## src/rtl/spi_pkg.sv

```systemverilog
// Shared SPI definitions: FSM state encoding, {CPOL,CPHA} mode constants and
// the sample-edge selector used by the slave and the one-character master.
package spi_pkg;

  localparam logic [1:0] ST_IDLE  = 2'd0;
  localparam logic [1:0] ST_LOAD  = 2'd1;
  localparam logic [1:0] ST_SHIFT = 2'd2;
  localparam logic [1:0] ST_DONE  = 2'd3;

  // Modes are written as {CPOL, CPHA}.
  localparam logic [1:0] MODE0 = 2'b00;
  localparam logic [1:0] MODE1 = 2'b01;
  localparam logic [1:0] MODE2 = 2'b10;
  localparam logic [1:0] MODE3 = 2'b11;

  // 1 when data is sampled on the rising SCK edge, 0 when on the falling edge.
  function automatic logic sample_on_rise(input logic cpol, input logic cpha);
    logic [1:0] m;
    m = {cpol, cpha};
    case (m)
      MODE0, MODE3: return 1'b1;
      MODE1, MODE2: return 1'b0;
      default:      return 1'b0;
    endcase
  endfunction

endpackage

```

## src/rtl/spi_sync_edge.sv

```systemverilog
// Multi-stage synchroniser for one asynchronous pin, with rise/fall pulses
// derived from the last two registered samples.
module spi_sync_edge #(
  parameter int   STAGES  = 2,
  parameter logic RST_VAL = 1'b0
) (
  input  logic i_clk,
  input  logic i_rst_n,
  input  logic i_d,
  output logic o_q,
  output logic o_rise,
  output logic o_fall
);

  logic [STAGES-1:0] r_sync;
  logic              r_prev;

  always_ff @(posedge i_clk or negedge i_rst_n) begin
    if (!i_rst_n) begin
      r_sync <= {STAGES{RST_VAL}};
      r_prev <= RST_VAL;
    end else begin
      r_sync <= {r_sync[STAGES-2:0], i_d};
      r_prev <= r_sync[STAGES-1];
    end
  end

  // Pulses are built only from flops, so they are one sysclk wide and glitch-free.
  assign o_q    = r_sync[STAGES-1];
  assign o_rise = r_sync[STAGES-1] & ~r_prev;
  assign o_fall = ~r_sync[STAGES-1] & r_prev;

endmodule

```

## src/rtl/spi_slave_char.sv

```systemverilog
// SPI slave character engine running on S_SYSCLK with oversampled pins,
// a transmit holding register (valid/ready) and a receive register (valid/ack).
module spi_slave_char #(
  parameter  int CHAR_NBITS  = 16,
  parameter  int SYNC_STAGES = 2,
  localparam int LW          = $clog2(CHAR_NBITS)
) (
  input  logic                  S_SYSCLK,
  input  logic                  S_RESETN,
  input  logic                  S_ENABLE,
  input  logic                  S_CPOL,
  input  logic                  S_CPHA,
  input  logic                  S_REV,
  input  logic                  S_TX_ONLY,
  input  logic [LW-1:0]         S_CHAR_LEN,
  input  logic                  S_SPI_SCK,
  input  logic                  S_SPI_CS_N,
  input  logic                  S_SPI_MOSI,
  output logic                  S_SPI_MISO,
  output logic                  S_SPI_MISO_OE,
  input  logic [CHAR_NBITS-1:0] S_WCHAR,
  input  logic                  S_WCHAR_VALID,
  output logic                  S_WCHAR_READY,
  output logic [CHAR_NBITS-1:0] S_RCHAR,
  output logic                  S_RCHAR_VALID,
  input  logic                  S_RCHAR_ACK,
  output logic                  S_OVERRUN,
  output logic                  S_UNDERRUN,
  output logic [1:0]            o_dbg_state
);
  import spi_pkg::*;

  // Handshakes: a transmit word moves into the holding register on a cycle where
  // S_WCHAR_VALID && S_WCHAR_READY; S_RCHAR_VALID stays high until S_RCHAR_ACK.
  logic w_sck_rise, w_sck_fall, w_sck;
  logic w_cs_n, w_cs_fall;
  logic w_mosi;
  logic w_unused_cs_rise, w_unused_sck;
  logic [1:0] w_unused_mosi_edges;
  logic w_sample, w_shift, w_wr;
  logic [LW-1:0] w_rx_idx;

  logic [1:0]            r_state;
  logic [CHAR_NBITS-1:0] r_sr, r_rx, r_hold, r_rchar;
  logic [LW-1:0]         r_cnt;
  logic r_hold_full, r_und_pend, r_en_q, r_rvalid, r_ovr, r_und;

  spi_sync_edge #(.STAGES(SYNC_STAGES), .RST_VAL(1'b0)) u_sync_sck (
    .i_clk(S_SYSCLK), .i_rst_n(S_RESETN), .i_d(S_SPI_SCK),
    .o_q(w_unused_sck), .o_rise(w_sck_rise), .o_fall(w_sck_fall)
  );
  spi_sync_edge #(.STAGES(SYNC_STAGES), .RST_VAL(1'b1)) u_sync_cs (
    .i_clk(S_SYSCLK), .i_rst_n(S_RESETN), .i_d(S_SPI_CS_N),
    .o_q(w_cs_n), .o_rise(w_unused_cs_rise), .o_fall(w_cs_fall)
  );
  spi_sync_edge #(.STAGES(SYNC_STAGES), .RST_VAL(1'b0)) u_sync_mosi (
    .i_clk(S_SYSCLK), .i_rst_n(S_RESETN), .i_d(S_SPI_MOSI),
    .o_q(w_mosi), .o_rise(w_unused_mosi_edges[0]), .o_fall(w_unused_mosi_edges[1])
  );

  assign w_sck    = sample_on_rise(S_CPOL, S_CPHA);
  assign w_sample = w_sck ? w_sck_rise : w_sck_fall;
  assign w_shift  = w_sck ? w_sck_fall : w_sck_rise;
  assign w_rx_idx = S_REV ? (S_CHAR_LEN - r_cnt) : r_cnt;
  assign w_wr     = S_WCHAR_VALID & S_WCHAR_READY;

  assign S_WCHAR_READY = S_ENABLE & r_en_q & ~r_hold_full;
  assign S_SPI_MISO    = (r_state == ST_IDLE) ? 1'b1 : (S_REV ? r_sr[S_CHAR_LEN] : r_sr[0]);
  assign S_SPI_MISO_OE = (r_state != ST_IDLE);
  assign S_RCHAR       = r_rchar;
  assign S_RCHAR_VALID = r_rvalid;
  assign S_OVERRUN     = r_ovr;
  assign S_UNDERRUN    = r_und;
  assign o_dbg_state   = r_state;

  always_ff @(posedge S_SYSCLK or negedge S_RESETN) begin
    if (!S_RESETN) begin
      r_state     <= ST_IDLE;
      r_sr        <= '0;
      r_rx        <= '0;
      r_hold      <= '0;
      r_rchar     <= '0;
      r_cnt       <= '0;
      r_hold_full <= 1'b0;
      r_und_pend  <= 1'b0;
      r_en_q      <= 1'b0;
      r_rvalid    <= 1'b0;
      r_ovr       <= 1'b0;
      r_und       <= 1'b0;
    end else begin
      r_en_q <= S_ENABLE;
      if (w_wr) begin
        r_hold      <= S_WCHAR;
        r_hold_full <= 1'b1;
      end
      if (r_state == ST_DONE && !S_TX_ONLY) begin
        r_rchar  <= r_rx;
        r_rvalid <= 1'b1;
        if (r_rvalid && !S_RCHAR_ACK) r_ovr <= 1'b1;
      end else if (S_RCHAR_ACK) begin
        r_rvalid <= 1'b0;
      end
      case (r_state)
        ST_IDLE: if (w_cs_fall) r_state <= ST_LOAD;
        ST_LOAD: begin
          // Underrun is only committed once a bit of the character is clocked,
          // so the reload after a final character (CS about to rise) is silent.
          if (r_hold_full) begin
            r_sr        <= r_hold;
            r_hold_full <= 1'b0;
            r_und_pend  <= 1'b0;
          end else begin
            r_sr       <= '1;
            r_und_pend <= 1'b1;
          end
          r_cnt   <= '0;
          r_rx    <= '0;
          r_state <= ST_SHIFT;
        end
        ST_SHIFT: begin
          if (w_sample) begin
            r_rx[w_rx_idx] <= w_mosi;
            if (r_und_pend) begin
              r_und      <= 1'b1;
              r_und_pend <= 1'b0;
            end
            if (r_cnt == S_CHAR_LEN) r_state <= ST_DONE;
            else                     r_cnt   <= r_cnt + LW'(1);
          end else if (w_shift && r_cnt != '0) begin
            // The shift edge before the first sample (or after the last) moves nothing.
            r_sr <= S_REV ? (r_sr << 1) : (r_sr >> 1);
          end
        end
        default: r_state <= ST_LOAD;
      endcase
      if (w_cs_n || !S_ENABLE) r_state <= ST_IDLE;
      if (!S_ENABLE) begin
        r_hold_full <= 1'b0;
        r_und_pend  <= 1'b0;
        r_ovr       <= 1'b0;
        r_und       <= 1'b0;
      end
    end
  end

endmodule

```

## config.mk

```make
export PLATFORM = sky130hd
export DESIGN_NAME = spi_slave_char
export DESIGN_NICKNAME = d
export VERILOG_FILES = /design/src/rtl/spi_pkg.sv /design/src/rtl/spi_sync_edge.sv /design/src/rtl/spi_slave_char.sv
export SDC_FILE = /design/constraint.sdc
export NUM_CORES = 1
export LEC_CHECK = 0
export BUFFER_PORTS_ARGS = -buffer_cell sky130_fd_sc_hd__buf_2
export CAP_MARGIN = 0
export CORE_MARGIN = 3
export CORE_UTILIZATION = 55
export CTS_BUF_LIST = sky130_fd_sc_hd__clkbuf_8
export DETAILED_ROUTE_END_ITERATION = 10
export PLACE_DENSITY = 0.78
export SYNTH_ARGS = -nofsm -noshare
export SYNTH_HDL_FRONTEND = slang
export SYNTH_SLANG_ARGS = --single-unit
```

## constraint.sdc

```tcl
create_clock -name S_SYSCLK -period 2.85 [get_ports S_SYSCLK]
set_input_delay 0.57 -clock S_SYSCLK [delete_from_list [all_inputs] [get_ports S_SYSCLK]]
set_output_delay 0.57 -clock S_SYSCLK [all_outputs]
set_load 0.02 [all_outputs]
```

==> metrics.log <==
INFO  metric run_status = completed
INFO  metric placement_rows = 31
INFO  metric final_period_minus_worst_setup_slack = about 2.7 ns
INFO  metric largest_cells_by_area_after_synthesis = dfrtp_1, nand2_1, mux2_2, mux2i_1, o21ai_0
INFO  metric yosys.cell_types.count = 53
INFO  metric post-cts-setup-buffers = 0
INFO  metric max_cap_viol_count = 0
INFO  metric antenna_cells_inserted = 0
INFO  metric io-pin-count = 56
INFO  metric critPathBufInv = 2
INFO  metric cellPowerDensity = ~540 nW/um^2
INFO  metric holdBufCountCts = 0
INFO  metric n_fill_cell = 593
INFO  metric numCtsBuffers = 9
INFO  metric globalRouteMet3Util = 4.25%
INFO  metric setup_total_negative_slack = 0 ns
INFO  metric busiest_layer = met2
INFO  metric synthesis.nets = 457
INFO  metric dieWidth = 94.1 um
INFO  metric ys_warn_count = 0
INFO  metric numClockSinks = 84
INFO  metric synth.top_cells.by_count = dfrtp_1, nand2_1, inv_1
INFO  metric via_count = 3219
INFO  metric clk_root_buffer_cell = clkbuf_8
INFO  metric wire_length_of_the_first_global_routing_pass = approximately 15000 um
INFO  metric final_net_count = between 500 and 600
INFO  metric synth-edff-count = 0
INFO  metric setup_repair_after_global_routing_missed_its_margin = false
INFO  metric clock_tree_from_tritoncts = yes
INFO  metric synth_flop_cell = dfrtp_1
INFO  metric fin_crit_sh = 95.5%
INFO  metric path_clk_slew = 0.08 ns
INFO  metric slew_violations = 0
INFO  metric avgSynthCellArea = 10.3 um^2
INFO  metric finalHoldWorstSlack = 0.310 ns
INFO  metric critPathKind = primary input to output port
INFO  metric report.final.hold_viol_count = 0
INFO  metric grt.met2_usage = 34.7%
INFO  metric mappedNetlistArea = 4270 um^2
INFO  metric chipHeight = 94.1 um
INFO  metric worst_ep_arrival_time = 2.15 ns
INFO  metric max_freq = 367 MHz
INFO  metric wire_per_inst = between 15 and 20 um
INFO  metric worst_ep_required_time = 2.28 ns
INFO  metric path_cells = buf_2 > mux4_2 > mux4_1 > nand2_1 > o211ai_1 > buf_2
INFO  metric ys_ff_latch = 84
INFO  metric critical-path-top-delay-family = multiplexers
INFO  metric grt_overflow_total = 0
INFO  metric worstSetupEndpointType = output port
INFO  metric slew_headroom = 29.7%
INFO  metric crit_top_cell = buf_2
INFO  metric residual_drc = 0
INFO  metric route.detailed.vias_per_inst = 5.65
INFO  metric clock_path_buffers = 2
INFO  metric fraction_of_final_layout_cells_with_drive_strength_greater_than_1 = 24.0%
INFO  metric cts-htree-levels = 3
INFO  metric yosysTopAreaCell = dfrtp_1
INFO  metric drtPass1Iterations = 4
INFO  metric critical_path.slowest_cell = mux4_2
INFO  metric ant_nets = 0
INFO  metric grt_start_max_net_pins = 85
INFO  metric async_reset_ff_share = 100%
INFO  metric largest_driver_fanout_on_the_critical_path = 6
INFO  metric fin_worst_skew = 0.00974 ns
INFO  metric clk-insertion-delay-late = 0.36 ns
INFO  metric resized_after_cts = 0
INFO  metric floorplan.initialDensity = 57.7%
INFO  metric area.growth.synth_to_final = 12.0%
INFO  metric tightestPinTransition = approximately 1.1 ns
INFO  metric place.port_buffers = 55
INFO  metric irDropWorstVdd = 0.000476 V
INFO  metric grtUsageMet1 = 31.4%
INFO  metric grt.total_usage = between 20 and 25%
INFO  metric place.gp.congestion = 0.849
INFO  metric first_global_vias = between 3000 and 4000
INFO  metric dpl.hpwl = 6180 um
INFO  metric yosysTopAreaCellShare = 47.5%
INFO  metric power.static_leakage = 0.00229 uW
INFO  metric antenna_found_initial = 0
INFO  metric count_of_mapped_cells_out_of_synthesis = approximately 420
INFO  metric drt-total-wl = 8990 um
INFO  metric synthMostInstantiatedCell = dfrtp_1
INFO  metric floorplan.die_area = 8860 um^2
INFO  metric core_area = 7410 um^2
INFO  metric cp_slowest_stage_delay = approximately 0.53 ns
INFO  metric first_iter_violations = 229
INFO  metric synth_seq_area_share = 49.3%
INFO  metric finalSetupViolations = 0
INFO  metric setup.worst_path.start_class = primary input
INFO  metric holdCritPathClass = primary input to flip-flop
==> cell usage in the layout (no fill, tap or decap), drive strengths merged, types with 2 or more instances in the layout <==
cell type   n
a21oi      16
a22oi       2
a31oi       4
and2        5
and3        2
and3b       2
buf        62
clkbuf      9
clkinvlp    2
dfrtp      81
dfstp       3
ha          9
inv        32
mux2       22
mux2i      21
mux4        5
nand2      74
nand2b      6
nand3       4
nand4       2
nor2       22
nor2b       6
nor3        2
nor4        8
o211ai      9
o21a        3
o21ai      23
o221ai     13
o22ai       2
o31ai       2
xnor2       3
==> kinds of logic after synthesis <==
kind of cell	after synthesis	synth area share, %
adders and majority gates	10	3.10
AOI/OAI and AO/OA	81	12.3
muxes	48	13.4
and+or+nand+nor	139	15.8
buffers and inverters	50	5.24
DFF	84	49.3
xor gates and xnor gates	3	0.791
==> worst register-to-register path, delay by kind of cell (launching register included) <==
kind / cells / cell delay, ns
simple gates: 3 / 1.20
compound gates: 1 / 0.08
fa+ha+maj: 1 / 0.38
flops: 1 / 0.41
mux: 1 / 0.22
buf+inv: 1 / 0.12
==> area by class of cell <==
| type | count | area [um^2] | share of cell area [%] |
|---|---|---|---|
| clock buffer | 9 | 124 | 2.59 |
| timing repair buffer | 62 | 330 | 6.90 |
| inverter | 28 | 105 | 2.20 |
| multi-input combinational | 281 | 1950 | 40.7 |
| sequential | 84 | 2110 | 44.0 |
| tap | 99 | 124 | 2.59 |
| clock inverter | 7 | 50.0 | 1.05 |
==> report_power, final <==
group | internal [uW] | total, uW | switching (uW) | leakage (uW)
clock network | 321 | 778 | 457 | 0.0000878
registers | 1320 | 1420 | 100 | 0.00107
logic | 186 | 404 | 218 | 0.00113
==> routing by layer <==
metal / part of all wire (%) / up-vias
met5: 0 / -
met1: 47 / 1565
met4: 1.5 / 0
met2: 46 / 95
met3: 5.3 / 13
li1: - / 1546
==> per-stage QoR <==
step / power (uW) / setup slack, ns / instance area [um^2] / cells / util (%)
after floorplan: 1690 / 0.404 / 4270 / 415 / -
after global placement: 1810 / 0.143 / 4610 / 554 / 62.3
after detailed placement: 1830 / 0.0522 / 4610 / 554 / 62.3
after CTS: 2610 / 0.115 / 4790 / 570 / 64.6
after global routing: 2730 / 0.0663 / 4790 / 570 / 64.6
final: 2600 / 0.129 / 4790 / 570 / 64.6
==> state kept, by name, indices dropped and copies added (netlist names) <==
| register | cells |
|---|---|
| S_RCHAR | 16 |
| r_hold | 16 |
| r_rx | 16 |
| r_sr | 16 |
| r_cnt | 4 |
| o_dbg_state | 2 |
| u_sync_cs.r_sync | 2 |
| u_sync_mosi.r_sync | 2 |
| u_sync_sck.r_sync | 2 |
| S_OVERRUN | 1 |
| S_RCHAR_VALID | 1 |
| S_UNDERRUN | 1 |
| r_en_q | 1 |
| r_hold_full | 1 |
| r_und_pend | 1 |
| u_sync_cs.r_prev | 1 |
| u_sync_sck.r_prev | 1 |
==> path summary, 6_finish.rpt <==
check                                      start                     to  slack [ns]  cells after the start
max                                S_CHAR_LEN[1]             S_SPI_MISO        0.13                      6
min                                   S_SPI_CS_N    u_sync_cs.r_sync[0]        0.31                      1
max reg2reg                             r_cnt[2]                r_rx[4]        0.37                      7
min reg2reg                u_sync_mosi.r_sync[0]  u_sync_mosi.r_sync[1]        0.36                      0
max in group asynchronous               S_RESETN             S_RCHAR[2]        1.77                      1
min in group asynchronous               S_RESETN                r_sr[6]        0.36                      1
No activity file was read; power rests on OpenSTA's default activity.
